$ cat config.mk
export PLATFORM = sky130hd
export DESIGN_NAME = dice_roller_flat
export DESIGN_NICKNAME = d
export VERILOG_FILES = /design/src/rtl/dice_roller_if.sv /design/src/rtl/dice_roller.sv /design/src/flat_wrapper.sv
export SDC_FILE = /design/constraint.sdc
export NUM_CORES = 1
export LEC_CHECK = 0
export ABC_CLOCK_PERIOD_IN_PS = 1600
export BUFFER_PORTS_ARGS = -buffer_cell sky130_fd_sc_hd__buf_2
export CAP_MARGIN = 20
export CORE_MARGIN = 10
export CORE_UTILIZATION = 26
export DETAILED_ROUTE_END_ITERATION = 7
export PLACE_DENSITY = 0.54
export SYNTH_ARGS = -nofsm -noshare
export SYNTH_HDL_FRONTEND = slang
export SYNTH_SLANG_ARGS = --single-unit
$ cat constraint.sdc
create_clock -name clk -period 1.6 [get_ports clk]
set_clock_uncertainty 0.1 [all_clocks]
set_input_delay 0.4 -clock clk [delete_from_list [all_inputs] [get_ports clk]]
set_output_delay 0.4 -clock clk [all_outputs]
set_load 0.01 [all_outputs]
$ cat src/rtl/dice_roller_if.sv
// Roll-control and result signals shared between the dice roller and its user.
// master drives the button and hold mask; slave is the roller itself.
interface dice_roller_if #(
  parameter int unsigned FACES = 6,
  parameter int unsigned NDICE = 2
);
  localparam int unsigned W  = $clog2(FACES + 1);
  localparam int unsigned SW = $clog2(NDICE * FACES + 1);

  logic                 button;
  logic [NDICE-1:0]     hold;
  logic [NDICE*W-1:0]   throw;
  logic [SW-1:0]        sum;
  logic                 valid;
  logic [7:0]           rolls;

  modport master (
    output button,
    output hold,
    input  throw,
    input  sum,
    input  valid,
    input  rolls
  );

  modport slave (
    input  button,
    input  hold,
    output throw,
    output sum,
    output valid,
    output rolls
  );
endinterface

$ cat src/rtl/dice_roller.sv
// Multi-die odometer dice: die 0 steps while button is high, higher dice step on carry.
// Button release latches the total, pulses valid and counts throws (saturating).
module dice_roller #(
  parameter int unsigned FACES = 6,
  parameter int unsigned NDICE = 2
) (
  input  logic          clk,
  input  logic          rst,
  dice_roller_if.slave  bus
);
  localparam int unsigned W  = $clog2(FACES + 1);
  localparam int unsigned SW = $clog2(NDICE * FACES + 1);

  localparam logic [W-1:0] FaceMax = W'(FACES);
  localparam logic [W-1:0] FaceMin = W'(1);

  logic [W-1:0]  dice_q [NDICE];
  logic [W-1:0]  dice_d [NDICE];
  logic          button_q;
  logic          valid_q;
  logic          valid_d;
  logic [SW-1:0] sum_q;
  logic [SW-1:0] sum_d;
  logic [SW-1:0] total;
  logic [7:0]    rolls_q;
  logic [7:0]    rolls_d;
  logic          release_edge;

  // Odometer step chain. An illegal value is corrected to 1 and breaks the carry;
  // a held die passes the incoming carry straight through.
  always_comb begin : step_chain
    logic carry;
    carry = bus.button;
    for (int unsigned k = 0; k < NDICE; k++) begin
      dice_d[k] = dice_q[k];
      if (dice_q[k] == '0 || dice_q[k] > FaceMax) begin
        dice_d[k] = FaceMin;
        carry     = 1'b0;
      end else if (!bus.hold[k]) begin
        if (carry) begin
          dice_d[k] = (dice_q[k] == FaceMax) ? FaceMin : dice_q[k] + FaceMin;
        end
        carry = carry && (dice_q[k] == FaceMax);
      end
    end
  end

  always_comb begin
    total = '0;
    for (int unsigned k = 0; k < NDICE; k++) begin
      total = total + SW'(dice_q[k]);
    end
  end

  assign release_edge = button_q && !bus.button;

  always_comb begin
    valid_d = release_edge;
    sum_d   = release_edge ? total : sum_q;
    rolls_d = rolls_q;
    if (release_edge && rolls_q != 8'hFF) begin
      rolls_d = rolls_q + 8'd1;
    end
  end

  always_ff @(posedge clk) begin
    if (!rst) begin
      for (int unsigned k = 0; k < NDICE; k++) begin
        dice_q[k] <= '0;
      end
      button_q <= 1'b0;
      valid_q  <= 1'b0;
      sum_q    <= '0;
      rolls_q  <= '0;
    end else begin
      for (int unsigned k = 0; k < NDICE; k++) begin
        dice_q[k] <= dice_d[k];
      end
      button_q <= bus.button;
      valid_q  <= valid_d;
      sum_q    <= sum_d;
      rolls_q  <= rolls_d;
    end
  end

  always_comb begin
    bus.throw = '0;
    for (int unsigned k = 0; k < NDICE; k++) begin
      bus.throw[k*W +: W] = dice_q[k];
    end
  end

  assign bus.sum   = sum_q;
  assign bus.valid = valid_q;
  assign bus.rolls = rolls_q;

endmodule
$ cat src/flat_wrapper.sv
// flat-port wrapper written by rule: the top's interface ports become plain ports
module dice_roller_flat 
#(
  parameter int unsigned FACES = 6,
  parameter int unsigned NDICE = 2
)
  (clk, rst, bus_button, bus_hold, bus_throw, bus_sum, bus_valid, bus_rolls);
  dice_roller_if #(.FACES(FACES), .NDICE(NDICE)) bus_i ();
  input  logic clk;
  input  logic rst;
  input wire logic [$bits(bus_i.button)-1:0] bus_button;
  input wire logic [$bits(bus_i.hold)-1:0] bus_hold;
  output wire logic [$bits(bus_i.throw)-1:0] bus_throw;
  output wire logic [$bits(bus_i.sum)-1:0] bus_sum;
  output wire logic [$bits(bus_i.valid)-1:0] bus_valid;
  output wire logic [$bits(bus_i.rolls)-1:0] bus_rolls;
  assign bus_i.button = bus_button;
  assign bus_i.hold = bus_hold;
  assign bus_throw = bus_i.throw;
  assign bus_sum = bus_i.sum;
  assign bus_valid = bus_i.valid;
  assign bus_rolls = bus_i.rolls;
  dice_roller #(.FACES(FACES), .NDICE(NDICE)) u_core (.clk(clk), .rst(rst), .bus(bus_i));
endmodule
# == After elaboration in Yosys (flattened, before gate mapping) ==
# Memories as Yosys holds them, arrays and structs flattened.
# Cells that the tools add are included.
# totals
regBits,14
mem_bits_rw,6
output_inout_bits,19
wordCells,38
memories,1
# op_classes
addsub,4
magnitude_cmp,2
n_eq_ne,3
mux,14
bitwise,2
reduce_logical,8
# memory_table
name,depth,width,rd,rd_ports_with_merged_regs,write_ports,line_no,text
u_core.dice_q,2,3,2,0,2,dice_roller.sv:17,logic [W-1:0] dice_q [NDICE];
# ops
cell,count
$mux 3,10
$add 8x1->8 const B,1
$ne 8x8->1 const B,1
$add 3x1->3 const B,2
$eq 3x3->1 const B,2
$gt 3x3->1 const B,2
$logic_not 3->1,2
$add 3x3->4,1
$mux 1,4
$logic_and 1x1->1,3
$logic_or 1x1->1,2
$or 1x1->1,2
$logic_not 1->1,1

# == Logic depth before layout (Yosys ltp) ==
# Gate-level depths: netlist (run 1).
# depth
word_depth,8
ltp_mapped,6
depth_no_buf,6

# == Least setup slack after synthesis (run 1) ==
# Ideal clock, no wire load.
# synth_timing
path_type,register -> register
start,"register u_core.rolls_q[0], in the netlist u_core.bus.rolls[0]"
end,"register u_core.rolls_q[7], in the netlist u_core.bus.rolls[7]"
setup_time_ns,0.071
arrival_ns,1.503
t_required_ns,1.429
slack_ns,-0.073
stages_incl_launch_ff,6
path_buffers,0
synth_period_minus_slack_ns,1.673
path_cell_list,dfxtp_1 -> ha_1 -> nand4_1 -> o21ai_1 -> or4_1 -> a21oi_1
# synth_between
elab_chain_cells,2
elab_cells_between_ends,3
cone_classes,1 x add/sub; 1 x eq/ne; 1 x reduce/logical
# synth_rtl
item,line_no,text
start: declaration,dice_roller.sv:25,logic [7:0] rolls_q;
start signal: assignment,dice_roller.sv:82,rolls_q <= rolls_d;
branches (longest 2 deep; another with $add 8x1->8),n/a,
# Several ways; the timed one is not identified.
# A chain may end at the register's enable or synchronous reset.

# == Worst setup path after layout (run 1) ==
# layout_timing
start,"register u_core.rolls_q[1], in the netlist u_core.bus.rolls[1]"
end,"register u_core.rolls_q[7], in the netlist u_core.bus.rolls[7]"
# The elaborated chain is that of the path after synthesis.

==> run_results.csv, run 1 <==
group,metric,value,unit
cells_and_area,fin_nets,153,
placement,hpwl,1910,µm
pwr,p_leak,0.557,nW
yosys,syn_area,968,µm²
placement,place.gp.congestion,0.737,
placement,io_buffers,23,
die,rows,22,
cells_and_area,insertedDiodeCount,0,
grt,overflow,0,
worst_setup_path,path_max_fanout,5,
worst_setup_path,worstPathRequired,1.70,ns
job,cap_violations,0,
clocking,cts_buffer_depth,2,
worst_setup_path,critical-path-slowest-cell,"or4_4",
clocking,clkSlewWorstSetupHoldPaths,0.08,ns
sta,drv_slew,0,
yosys,synth_nets,114,
sta,fin_crit,1.56,ns
grt,grt_max_degree,13,
sta,rsz0062_at_grt,"true",
yosys,seq_area_frac_synth,0.413,
worst_setup_path,critPathLaunchType,"register",
sta,fmax,0.640,GHz
yosys,synth_compound_area_frac,0.199,
die,die_h,81.0,µm
yosys,synth_cells,104,
yosys,synth_xor_xnor_area_share,0.0452,
cells_and_area,stdcell_area,0.00133,mm²
yosys,synth-simple-area-share,0.211,
sta,max-slew-margin-rel,0.712,
clocking,cts_tree,"done",
grt,grt_usage,0.0763,
grt,grt_pass1_vias,887,
clocking,postCtsHoldBufs,0,
detailed_routing,drt-pass1-iter-count,4,
clocking,clkLatencyLatePin,0.26,ns
yosys,synth.area.mux_share,0.0310,
detailed_routing,wl_per_cell,13.0,µm
worst_setup_path,arrival,1.66,ns
detailed_routing,drtAntennaViolNets,0,
sta,fin_crit_sh,0.977,
outcome,status,"finished, final reports clean",
grt,antenna_found_initial,0,
die,ios,24,
worst_setup_path,crit_chain,"ha_4 -> nand4_1 -> o21ai_2 -> or4_4 -> a21oi_2",
die,die_area,0.00657,mm²
min_path,hold_class,"primary input to register",
die,start_util,0.267,
die,core,0.00363,mm²
placement,placed_cell_area,0.00123,mm²
yosys,synthAdderAreaFrac,0.0724,
cells_and_area,final_util,0.365,
yosys,syn_avg_cell_area,9.31,µm²
yosys,synth_warnings,0,
detailed_routing,viasPerCell,4.77,
yosys,ys_seq_elements,20,
grt,grt_pass1_wl,4100,µm
yosys,yosysUniqueCellTypes,38,
worst_setup_path,crit_type,"register to register",
pwr,powerDensity,769,mW/mm²
worst_setup_path,cp_num_buf_inv,0,
detailed_routing,drc,0,
clocking,htree_levels,1,
cells_and_area,area_growth,37.1,%
sta,setup_viol,0,
detailed_routing,drt_iter0_markers,67,
clocking,numCtsBuffers,3,
detailed_routing,num_vias,907,
sta,worst_pin_slew,0.432,ns
sta,hold_violations,0,
clocking,cts.sinks,20,
clocking,root_buffer,"clkbuf_8",
die,die_w,81.0,µm
worst_setup_path,max_stage_delay,0.51,ns
cells_and_area,drive_above_1_share,0.380,
detailed_routing,postRouteWirelength,2470,µm
pwr,ir_drop,0.353,mV
sta,finalSetupTns,0,ns
yosys,synth_top_family_by_area,"simple AND/OR/NAND/NOR gates",
worst_setup_path,path_delay_family,"simple AND/OR/NAND/NOR gates",
worst_setup_path,end_kind,"register",
==> final timing paths <==
path                                          start                   to  slack [ns]  depth (start not counted)
worst min register to register    u_core.bus.sum[2]    u_core.bus.sum[2]        0.40                          2
worst max-delay path            u_core.bus.rolls[1]  u_core.bus.rolls[7]        0.04                          5
worst max register to register  u_core.bus.rolls[1]  u_core.bus.rolls[7]        0.04                          5
worst min-delay path                            rst     u_core.bus.valid        0.31                          2
==> where the power goes <==
| part | internal, mW | switching, mW |
|---|---|---|
| logic | 0.0516 | 0.0619 |
| clock network | 0.219 | 0.164 |
| registers | 0.512 | 0.0133 |
| total | 0.782 | 0.239 |
==> routing by layer <==
metal,track usage,share of wire
met3,0.0199,0.072
met5,0,0
met4,0.0363,0.015
met2,0.128,0.48
met1,0.0883,0.43
==> placed cells by master, fill, tap and decap left out, types with 4 or more instances in the layout <==
| master | n |
|---|---|
| nand3_1 | 4 |
| inv_1 | 5 |
| clkbuf_8 | 4 |
| a21oi_1 | 4 |
| buf_2 | 23 |
| xor2_1 | 4 |
| dfxtp_1 | 16 |
| nor2_1 | 11 |
| buf_4 | 13 |
| nand2_1 | 6 |
==> synthesized netlist by cell type (all sizes together) <==
| master | instances | share of area |
|---|---|---|
| a2111oi | 1 | 0.028 |
| a211o | 1 | 0.0090 |
| a211oi | 2 | 0.015 |
| a21o | 1 | 0.0078 |
| a21oi | 5 | 0.026 |
| a311oi | 2 | 0.018 |
| a31oi | 2 | 0.013 |
| a41oi | 1 | 0.0090 |
| and2 | 3 | 0.019 |
| and3 | 3 | 0.021 |
| buf | 1 | 0.0052 |
| clkbuf | 1 | 0.0039 |
| dfxtp | 20 | 0.41 |
| fa | 1 | 0.021 |
| ha | 4 | 0.052 |
| inv | 5 | 0.019 |
| mux2i | 3 | 0.031 |
| nand2 | 6 | 0.023 |
| nand2b | 1 | 0.0065 |
| nand3 | 4 | 0.021 |
| nand4 | 1 | 0.0065 |
| nand4b | 1 | 0.0090 |
| nor2 | 11 | 0.043 |
| nor2b | 2 | 0.013 |
| nor3 | 2 | 0.010 |
| nor4b | 1 | 0.0090 |
| o211ai | 3 | 0.023 |
| o21ai | 5 | 0.030 |
| o221a | 1 | 0.012 |
| o31ai | 1 | 0.0078 |
| or3 | 2 | 0.013 |
| or3b | 1 | 0.0090 |
| or4 | 1 | 0.0078 |
| xnor2 | 1 | 0.0090 |
| xor2 | 4 | 0.036 |
==> per-stage QoR <==
stage / worst slack [ns] / hold WS, ns / total power, mW / cells
finish: 0.0371 / 0.313 / 1.02 / 190
global route: -0.0552 / 0.328 / 1.08 / 190
CTS: 0.0141 / 0.309 / 1.04 / 189
detailed placement: -0.0551 / 0.379 / 0.650 / 185
global placement: 0.00863 / 0.377 / 0.646 / 185
floorplan: 0.00494 / 0.420 / 0.596 / 104
==> area by class of cell <==
class                           instances  area, µm²
Fill cell                             390       2310
Multi-Input combinational cell         77        571
Sequential cell                        20        410
Timing Repair Buffer                   36        213
Tap cell                               48       60.1
Clock buffer                            4       55.1
Inverter                                5       18.8
==> kinds of logic after synthesis <==
family          after synthesis
compound gates               25
xor+xnor                      5
fa+ha+maj                     5
buf+inv                       7
flops                        20
mux                           3
simple gates                 39
==> flip-flops by register name (all words and copies together) (netlist names) <==
name and cells:
u_core.dice_q 6, u_core.button_q 1, u_core.bus.rolls 8, u_core.bus.valid 1, u_core.bus.sum 4
==> what timing repair did <==
action / CTS / global route
gates resized for setup: 2 / 8
endpoints found under the setup margin: 4 / 7
pin swaps: 0 / 7
setup buffers: 0 / 1
Power figures use the tool's default switching activity.
==> run 2: changes to the inputs <==
--- a/config.mk
+++ b/config.mk
@@ -11,6 +11,7 @@
 export CORE_MARGIN = 10
 export CORE_UTILIZATION = 26
 export DETAILED_ROUTE_END_ITERATION = 7
+export GPL_TIMING_DRIVEN = 0
 export PLACE_DENSITY = 0.54
 export SYNTH_ARGS = -nofsm -noshare
 export SYNTH_HDL_FRONTEND = slang
==> constraint.sdc (replaced) <==
create_clock -name clk -period 1.6 [get_ports clk]
set_clock_uncertainty 0.1 [all_clocks]
set_input_delay 0.4 -clock clk [delete_from_list [all_inputs] [get_ports clk]]
set_output_delay 0.4 -clock clk [all_outputs]
set_load 0.1 [all_outputs]
==> run 2 against run 1 <==
Against the previous run: fmax down 2.1%; first-iteration DRC count down 43%; count of clock-buffer cells in the layout down 1; worst hold slack worse by 0.018 ns; sequential share of layout area up 3.3 points; via count down 4.5%; non-clock buffer count down 10; sequential power down 1%; largest cell class unchanged; largest power group unchanged.
==> run_results.csv, run 2 (same netlist as run 1, synthesis figures left out) <==
group,metric,value,unit
outcome,status,"finished, final reports clean",
detailed_routing,drtAntennaViolNets,0,
worst_setup_path,crit_chain,"ha_4 -> nand4_1 -> o21ai_4 -> or4_1 -> a21oi_1",
clocking,cts_buffer_depth,2,
sta,fin_crit,1.60,ns
grt,grt_usage,0.0716,
clocking,cts.sinks,20,
sta,setup_viol,0,
die,start_util,0.267,
min_path,hold_class,"primary input to register",
sta,hold_violations,0,
cells_and_area,final_cell_mix,"17 x buf_2, 12 x dfxtp_4, 10 x nor2_1",
worst_setup_path,end_kind,"register",
cells_and_area,fin_nets,143,
grt,grt_pass1_vias,827,
clocking,root_buffer,"clkbuf_8",
pwr,p_leak,0.503,nW
clocking,htree_levels,1,
detailed_routing,num_vias,866,
clocking,postCtsHoldBufs,0,
worst_setup_path,cp_num_buf_inv,0,
worst_setup_path,crit_type,"register to register",
sta,fmax,0.627,GHz
die,die_h,81.0,µm
detailed_routing,drt-pass1-iter-count,4,
job,cap_violations,0,
cells_and_area,area_growth,35.1,%
cells_and_area,final_common_cell,"buf_2",
grt,grt_pass1_wl,3750,µm
die,ios,24,
worst_setup_path,worstPathRequired,1.68,ns
die,die_area,0.00657,mm²
cells_and_area,insertedDiodeCount,0,
grt,overflow,0,
cells_and_area,drive_above_1_share,0.409,
cells_and_area,nFillCells,389,
grt,grt_max_degree,12,
detailed_routing,drt_iter0_markers,38,
detailed_routing,wl_per_cell,12.8,µm
worst_setup_path,max_stage_delay,0.48,ns
worst_setup_path,critPathLaunchType,"register",
pwr,ir_drop,0.389,mV
placement,io_buffers,23,
clocking,clkSlewWorstSetupHoldPaths,0.08,ns
worst_setup_path,path_delay_family,"simple AND/OR/NAND/NOR gates",
sta,rsz0062_at_grt,"true",
sta,drv_slew,0,
detailed_routing,drc,0,
grt,antenna_found_initial,0,
die,die_w,81.0,µm
worst_setup_path,critical-path-slowest-cell,"or4_1",
placement,place.gp.congestion,0.756,
clocking,cts_tree,"done",
sta,max-slew-margin-rel,0.675,
die,core,0.00363,mm²
cells_and_area,largest_reg_flops,8,
detailed_routing,postRouteWirelength,2310,µm
clocking,clkLatencyLatePin,0.26,ns
worst_setup_path,arrival,1.68,ns
detailed_routing,viasPerCell,4.81,
die,rows,22,
placement,hpwl,1780,µm
sta,fin_crit_sh,0.998,
sta,worst_pin_slew,0.492,ns
worst_setup_path,path_max_fanout,6,
placement,post-place-cells,175,
cells_and_area,fin_cells,180,
pwr,powerDensity,801,mW/mm²
clocking,numCtsBuffers,3,
cells_and_area,final_util,0.360,
run 2: changes by cell type in the layout (fill, tap and decap cells not counted), sizes merged:
cell / before / now
clkbuf: 4 / 7
clkinv: 0 / 1
buf: 36 / 22
run 2: timing repair:
| item | CTS | global route |
|---|---|---|
| resized for setup | 5 | 4 |
| endpoints found under the setup margin | 5 | 10 |
| setup buffers | 0 | 1 |
| pin swaps | 1 | 1 |
run 2: routing by layer:
metal / GRT usage / vias up / routed length [µm]
met5: 0 / - / 0
met4: 0.0156 / 0 / 6
met3: 0.0419 / 2 / 246
met2: 0.121 / 23 / 1020
met1: 0.0757 / 404 / 1030
li1: - / 437 / -
run 2: final cells by class:
cell class	instances	area, µm²	area share
multi-input cells	77	588	0.449
inverters	5	18.8	0.0143
clock inverters	1	3.75	0.00287
clock buffers	3	41.3	0.0315
repair buffers	24	140	0.107
well taps	48	60.1	0.0459
plain buffers	2	8.76	0.00669
flip-flops and latches	20	448	0.342
run 2: worst paths after layout:
check | from | end | slack [ns] | cells past startpoint
worst max-delay path | u_core.bus.rolls[0] | u_core.bus.rolls[7] | 0.004 | 5
worst min register to register | u_core.bus.sum[0] | u_core.bus.sum[0] | 0.39 | 2
worst min-delay path | rst | u_core.bus.valid | 0.29 | 2
worst max register to register | u_core.bus.rolls[0] | u_core.bus.rolls[7] | 0.004 | 5
run 2: worst register-to-register path: stages (launching register included):
cell,delay [ns]
dfxtp_4,0.36
ha_4,0.16
nand4_1,0.19
o21ai_4,0.11
or4_1,0.48
a21oi_1,0.12
run 2: stage by stage:
step	cell area [µm²]	total power, mW	TNS (ns)	hold WS [ns]	setup slack (ns)
6_report	1310	1.05	0	0.295	0.00391
5_1_grt	1310	1.11	-0.194	0.300	-0.0730
4_1_cts	1290	1.07	-0.0202	0.293	-0.0202
3_5_place_dp	1230	0.715	-0.504	0.384	-0.187
3_3_place_gp	1230	0.713	-0.300	0.382	-0.150
2_1_floorplan	1050	0.677	-0.128	0.422	-0.0653
run 2: report_power, final:
group          internal (mW)  switching (mW)  total (mW)
logic                 0.0455           0.140       0.186
registers              0.498          0.0214       0.520
clock network          0.171           0.172       0.343
==> run 3: changes to the inputs <==
--- a/config.mk
+++ b/config.mk
@@ -8,11 +8,13 @@
 export ABC_CLOCK_PERIOD_IN_PS = 1600
 export BUFFER_PORTS_ARGS = -buffer_cell sky130_fd_sc_hd__buf_2
 export CAP_MARGIN = 20
+export CELL_PAD_IN_SITES_DETAIL_PLACEMENT = 1
+export CELL_PAD_IN_SITES_GLOBAL_PLACEMENT = 1
 export CORE_MARGIN = 10
 export CORE_UTILIZATION = 26
 export DETAILED_ROUTE_END_ITERATION = 7
 export GPL_TIMING_DRIVEN = 0
-export PLACE_DENSITY = 0.54
+export PLACE_DENSITY = 0.66
 export SYNTH_ARGS = -nofsm -noshare
 export SYNTH_HDL_FRONTEND = slang
 export SYNTH_SLANG_ARGS = --single-unit
==> run 3 against run 2 <==
Against the previous run: sequential share of layout area is 0.55 points lower; fmax is 1.6% higher; via count is 1.2% higher; critical path depth decreased by 4; flip-flop and latch count stayed put.
==> run_results.csv, run 3 (same netlist as run 1, synthesis figures left out) <==
group,metric,value,unit
pwr,p_sw,0.331,mW
worst_setup_path,path_delay_family,"buffers and inverters",
cells_and_area,fin_cells,180,
pwr,power.internal,0.877,mW
die,core,0.00363,mm²
cells_and_area,nFillCells,443,
worst_setup_path,crit_type,"register to output port",
placement,placed_cell_area,0.00123,mm²
sta,fin_crit_sh,0.982,
detailed_routing,drtAntennaViolNets,0,
cells_and_area,final_common_cell,"buf_2",
detailed_routing,num_vias,876,
grt,antenna_found_initial,0,
sta,rsz0062_at_grt,"true",
grt,overflow,0,
grt,grt_usage,0.0828,
cells_and_area,insertedDiodeCount,0,
pwr,ir_drop,0.447,mV
pwr,powerDensity,908,mW/mm²
min_path,whs_path_depth,2,
cells_and_area,seq_area,448,µm²
worst_setup_path,arrival,1.07,ns
clocking,numCtsBuffers,3,
sta,worst_pin_slew,0.492,ns
clocking,htree_levels,1,
min_path,min_to,"u_core.button_q",
die,rows,22,
detailed_routing,drc,0,
detailed_routing,wl_per_cell,14.2,µm
grt,grt_pass1_wl,4490,µm
worst_setup_path,r2r-end,"u_core.bus.rolls[7]",
sta,fin_crit,1.57,ns
placement,io_buffers,23,
detailed_routing,viasPerCell,4.87,
grt,grt_pass1_vias,1015,
worst_setup_path,rr_worst_depth,5,
cells_and_area,stdcell_area,0.00133,mm²
outcome,status,"finished, final reports clean",
clocking,root_buffer,"clkbuf_8",
cells_and_area,drive_above_1_share,0.417,
worst_setup_path,cp_num_cells,1,
pwr,p_leak,0.514,nW
cells_and_area,final_cell_mix,"16 x buf_2, 12 x dfxtp_4, 10 x nor2_1",
detailed_routing,drt_iter0_markers,33,
clocking,postCtsHoldBufs,0,
placement,place.gp.congestion,0.740,
detailed_routing,postRouteWirelength,2550,µm
pwr,power_frac_comb,0.154,
clocking,cts.sinks,20,
clocking,cts_tree,"done",
die,die_w,81.0,µm
pwr,switching_share,0.274,
worst_setup_path,critical-path-slowest-cell,"buf_2",
die,start_util,0.267,
cells_and_area,fin_nets,143,
sta,hold_violations,0,
sta,worst_slack,0.0291,ns
cells_and_area,largest_reg_flops,8,
worst_setup_path,r2r_start,"u_core.bus.rolls[0]",
placement,hpwl,2000,µm
clocking,clkSlewWorstSetupHoldPaths,0.08,ns
worst_setup_path,critPathLaunchType,"register",
worst_setup_path,regToRegSetupSlack,0.05,ns
die,die_h,81.0,µm
cells_and_area,multiInputGateArea,581,µm²
cells_and_area,final_util,0.366,
grt,grt_max_degree,13,
die,die_area,0.00657,mm²
detailed_routing,drt-pass1-iter-count,4,
clocking,clkLatencyLatePin,0.26,ns
sta,drv_slew,0,
placement,placement.setup.worst_slack,-0.164,ns
min_path,hold_class,"primary input to register",
worst_setup_path,worstPathRequired,1.10,ns
sta,max-slew-margin-rel,0.674,
pwr,p_seq_frac,0.431,
die,ios,24,
clocking,cts_buffer_depth,2,
sta,fmax,0.637,GHz
pwr,clockPowerShare,0.415,
worst_setup_path,end_kind,"output port",
sta,setup_viol,0,
worst_setup_path,max_stage_delay,0.43,ns
worst_setup_path,cp_num_buf_inv,1,
placement,post-place-cells,175,
sta,finalSetupTns,0,ns
worst_setup_path,path_max_fanout,4,
cells_and_area,area_growth,37.3,%
worst_setup_path,crit_chain,"buf_2",
min_path,min_from,"rst",
job,cap_violations,0,
-- run 3: metal layers --
| layer | wire length, µm | track usage | vias up | part of all wire |
|---|---|---|---|---|
| li1 | - | - | 433 | - |
| met1 | 1090 | 0.0872 | 420 | 0.43 |
| met2 | 1230 | 0.146 | 19 | 0.48 |
| met3 | 210 | 0.0375 | 4 | 0.082 |
| met4 | 17 | 0.0242 | 0 | 0.0067 |
| met5 | 0 | 0 | - | 0 |
-- run 3: worst max-delay path by stage --
stage / from / end / slack (ns)
finish: u_core.bus.rolls[0] / bus_rolls[0] / 0.03
global placement: bus_button / u_core.bus.rolls[7] / -0.14
floorplan: u_core.bus.rolls[1] / u_core.bus.rolls[7] / -0.07
detailed placement: bus_button / u_core.bus.rolls[7] / -0.16
CTS: u_core.dice_q[0][2] / bus_throw[2] / 0.009
global route: u_core.bus.rolls[0] / u_core.bus.rolls[7] / -0.06
-- run 3: repair_timing --
item | in CTS | in global routing
gates resized for setup | 4 | 5
setup buffers | 1 | 0
setup endpoints to repair | 5 | 9
pin swaps | 1 | 0
-- run 3: metrics by stage --
stage | hold WS [ns] | total power [mW]
2_1_floorplan | 0.422 | 0.677
3_3_place_gp | 0.388 | 0.713
3_5_place_dp | 0.399 | 0.717
4_1_cts | 0.299 | 1.23
5_1_grt | 0.320 | 1.27
6_report | 0.312 | 1.21
-- run 3: power groups by stage --
stage	sequential (mW)	clock (mW)	combinational (mW)
after floorplan	0.623	0	0.0539
after global placement	0.531	0	0.182
after detailed placement	0.532	0	0.185
after CTS	0.521	0.520	0.188
after global routing	0.524	0.549	0.200
final	0.521	0.501	0.186
-- run 3: layout make-up --
cell class,count,share of cell area
plain buffers,2,0.00659
clock buffers,3,0.0310
clock inverters,1,0.0226
inverters,5,0.0141
multi-input cells,77,0.436
flip-flops and latches,20,0.337
well taps,48,0.0452
repair buffers,24,0.107
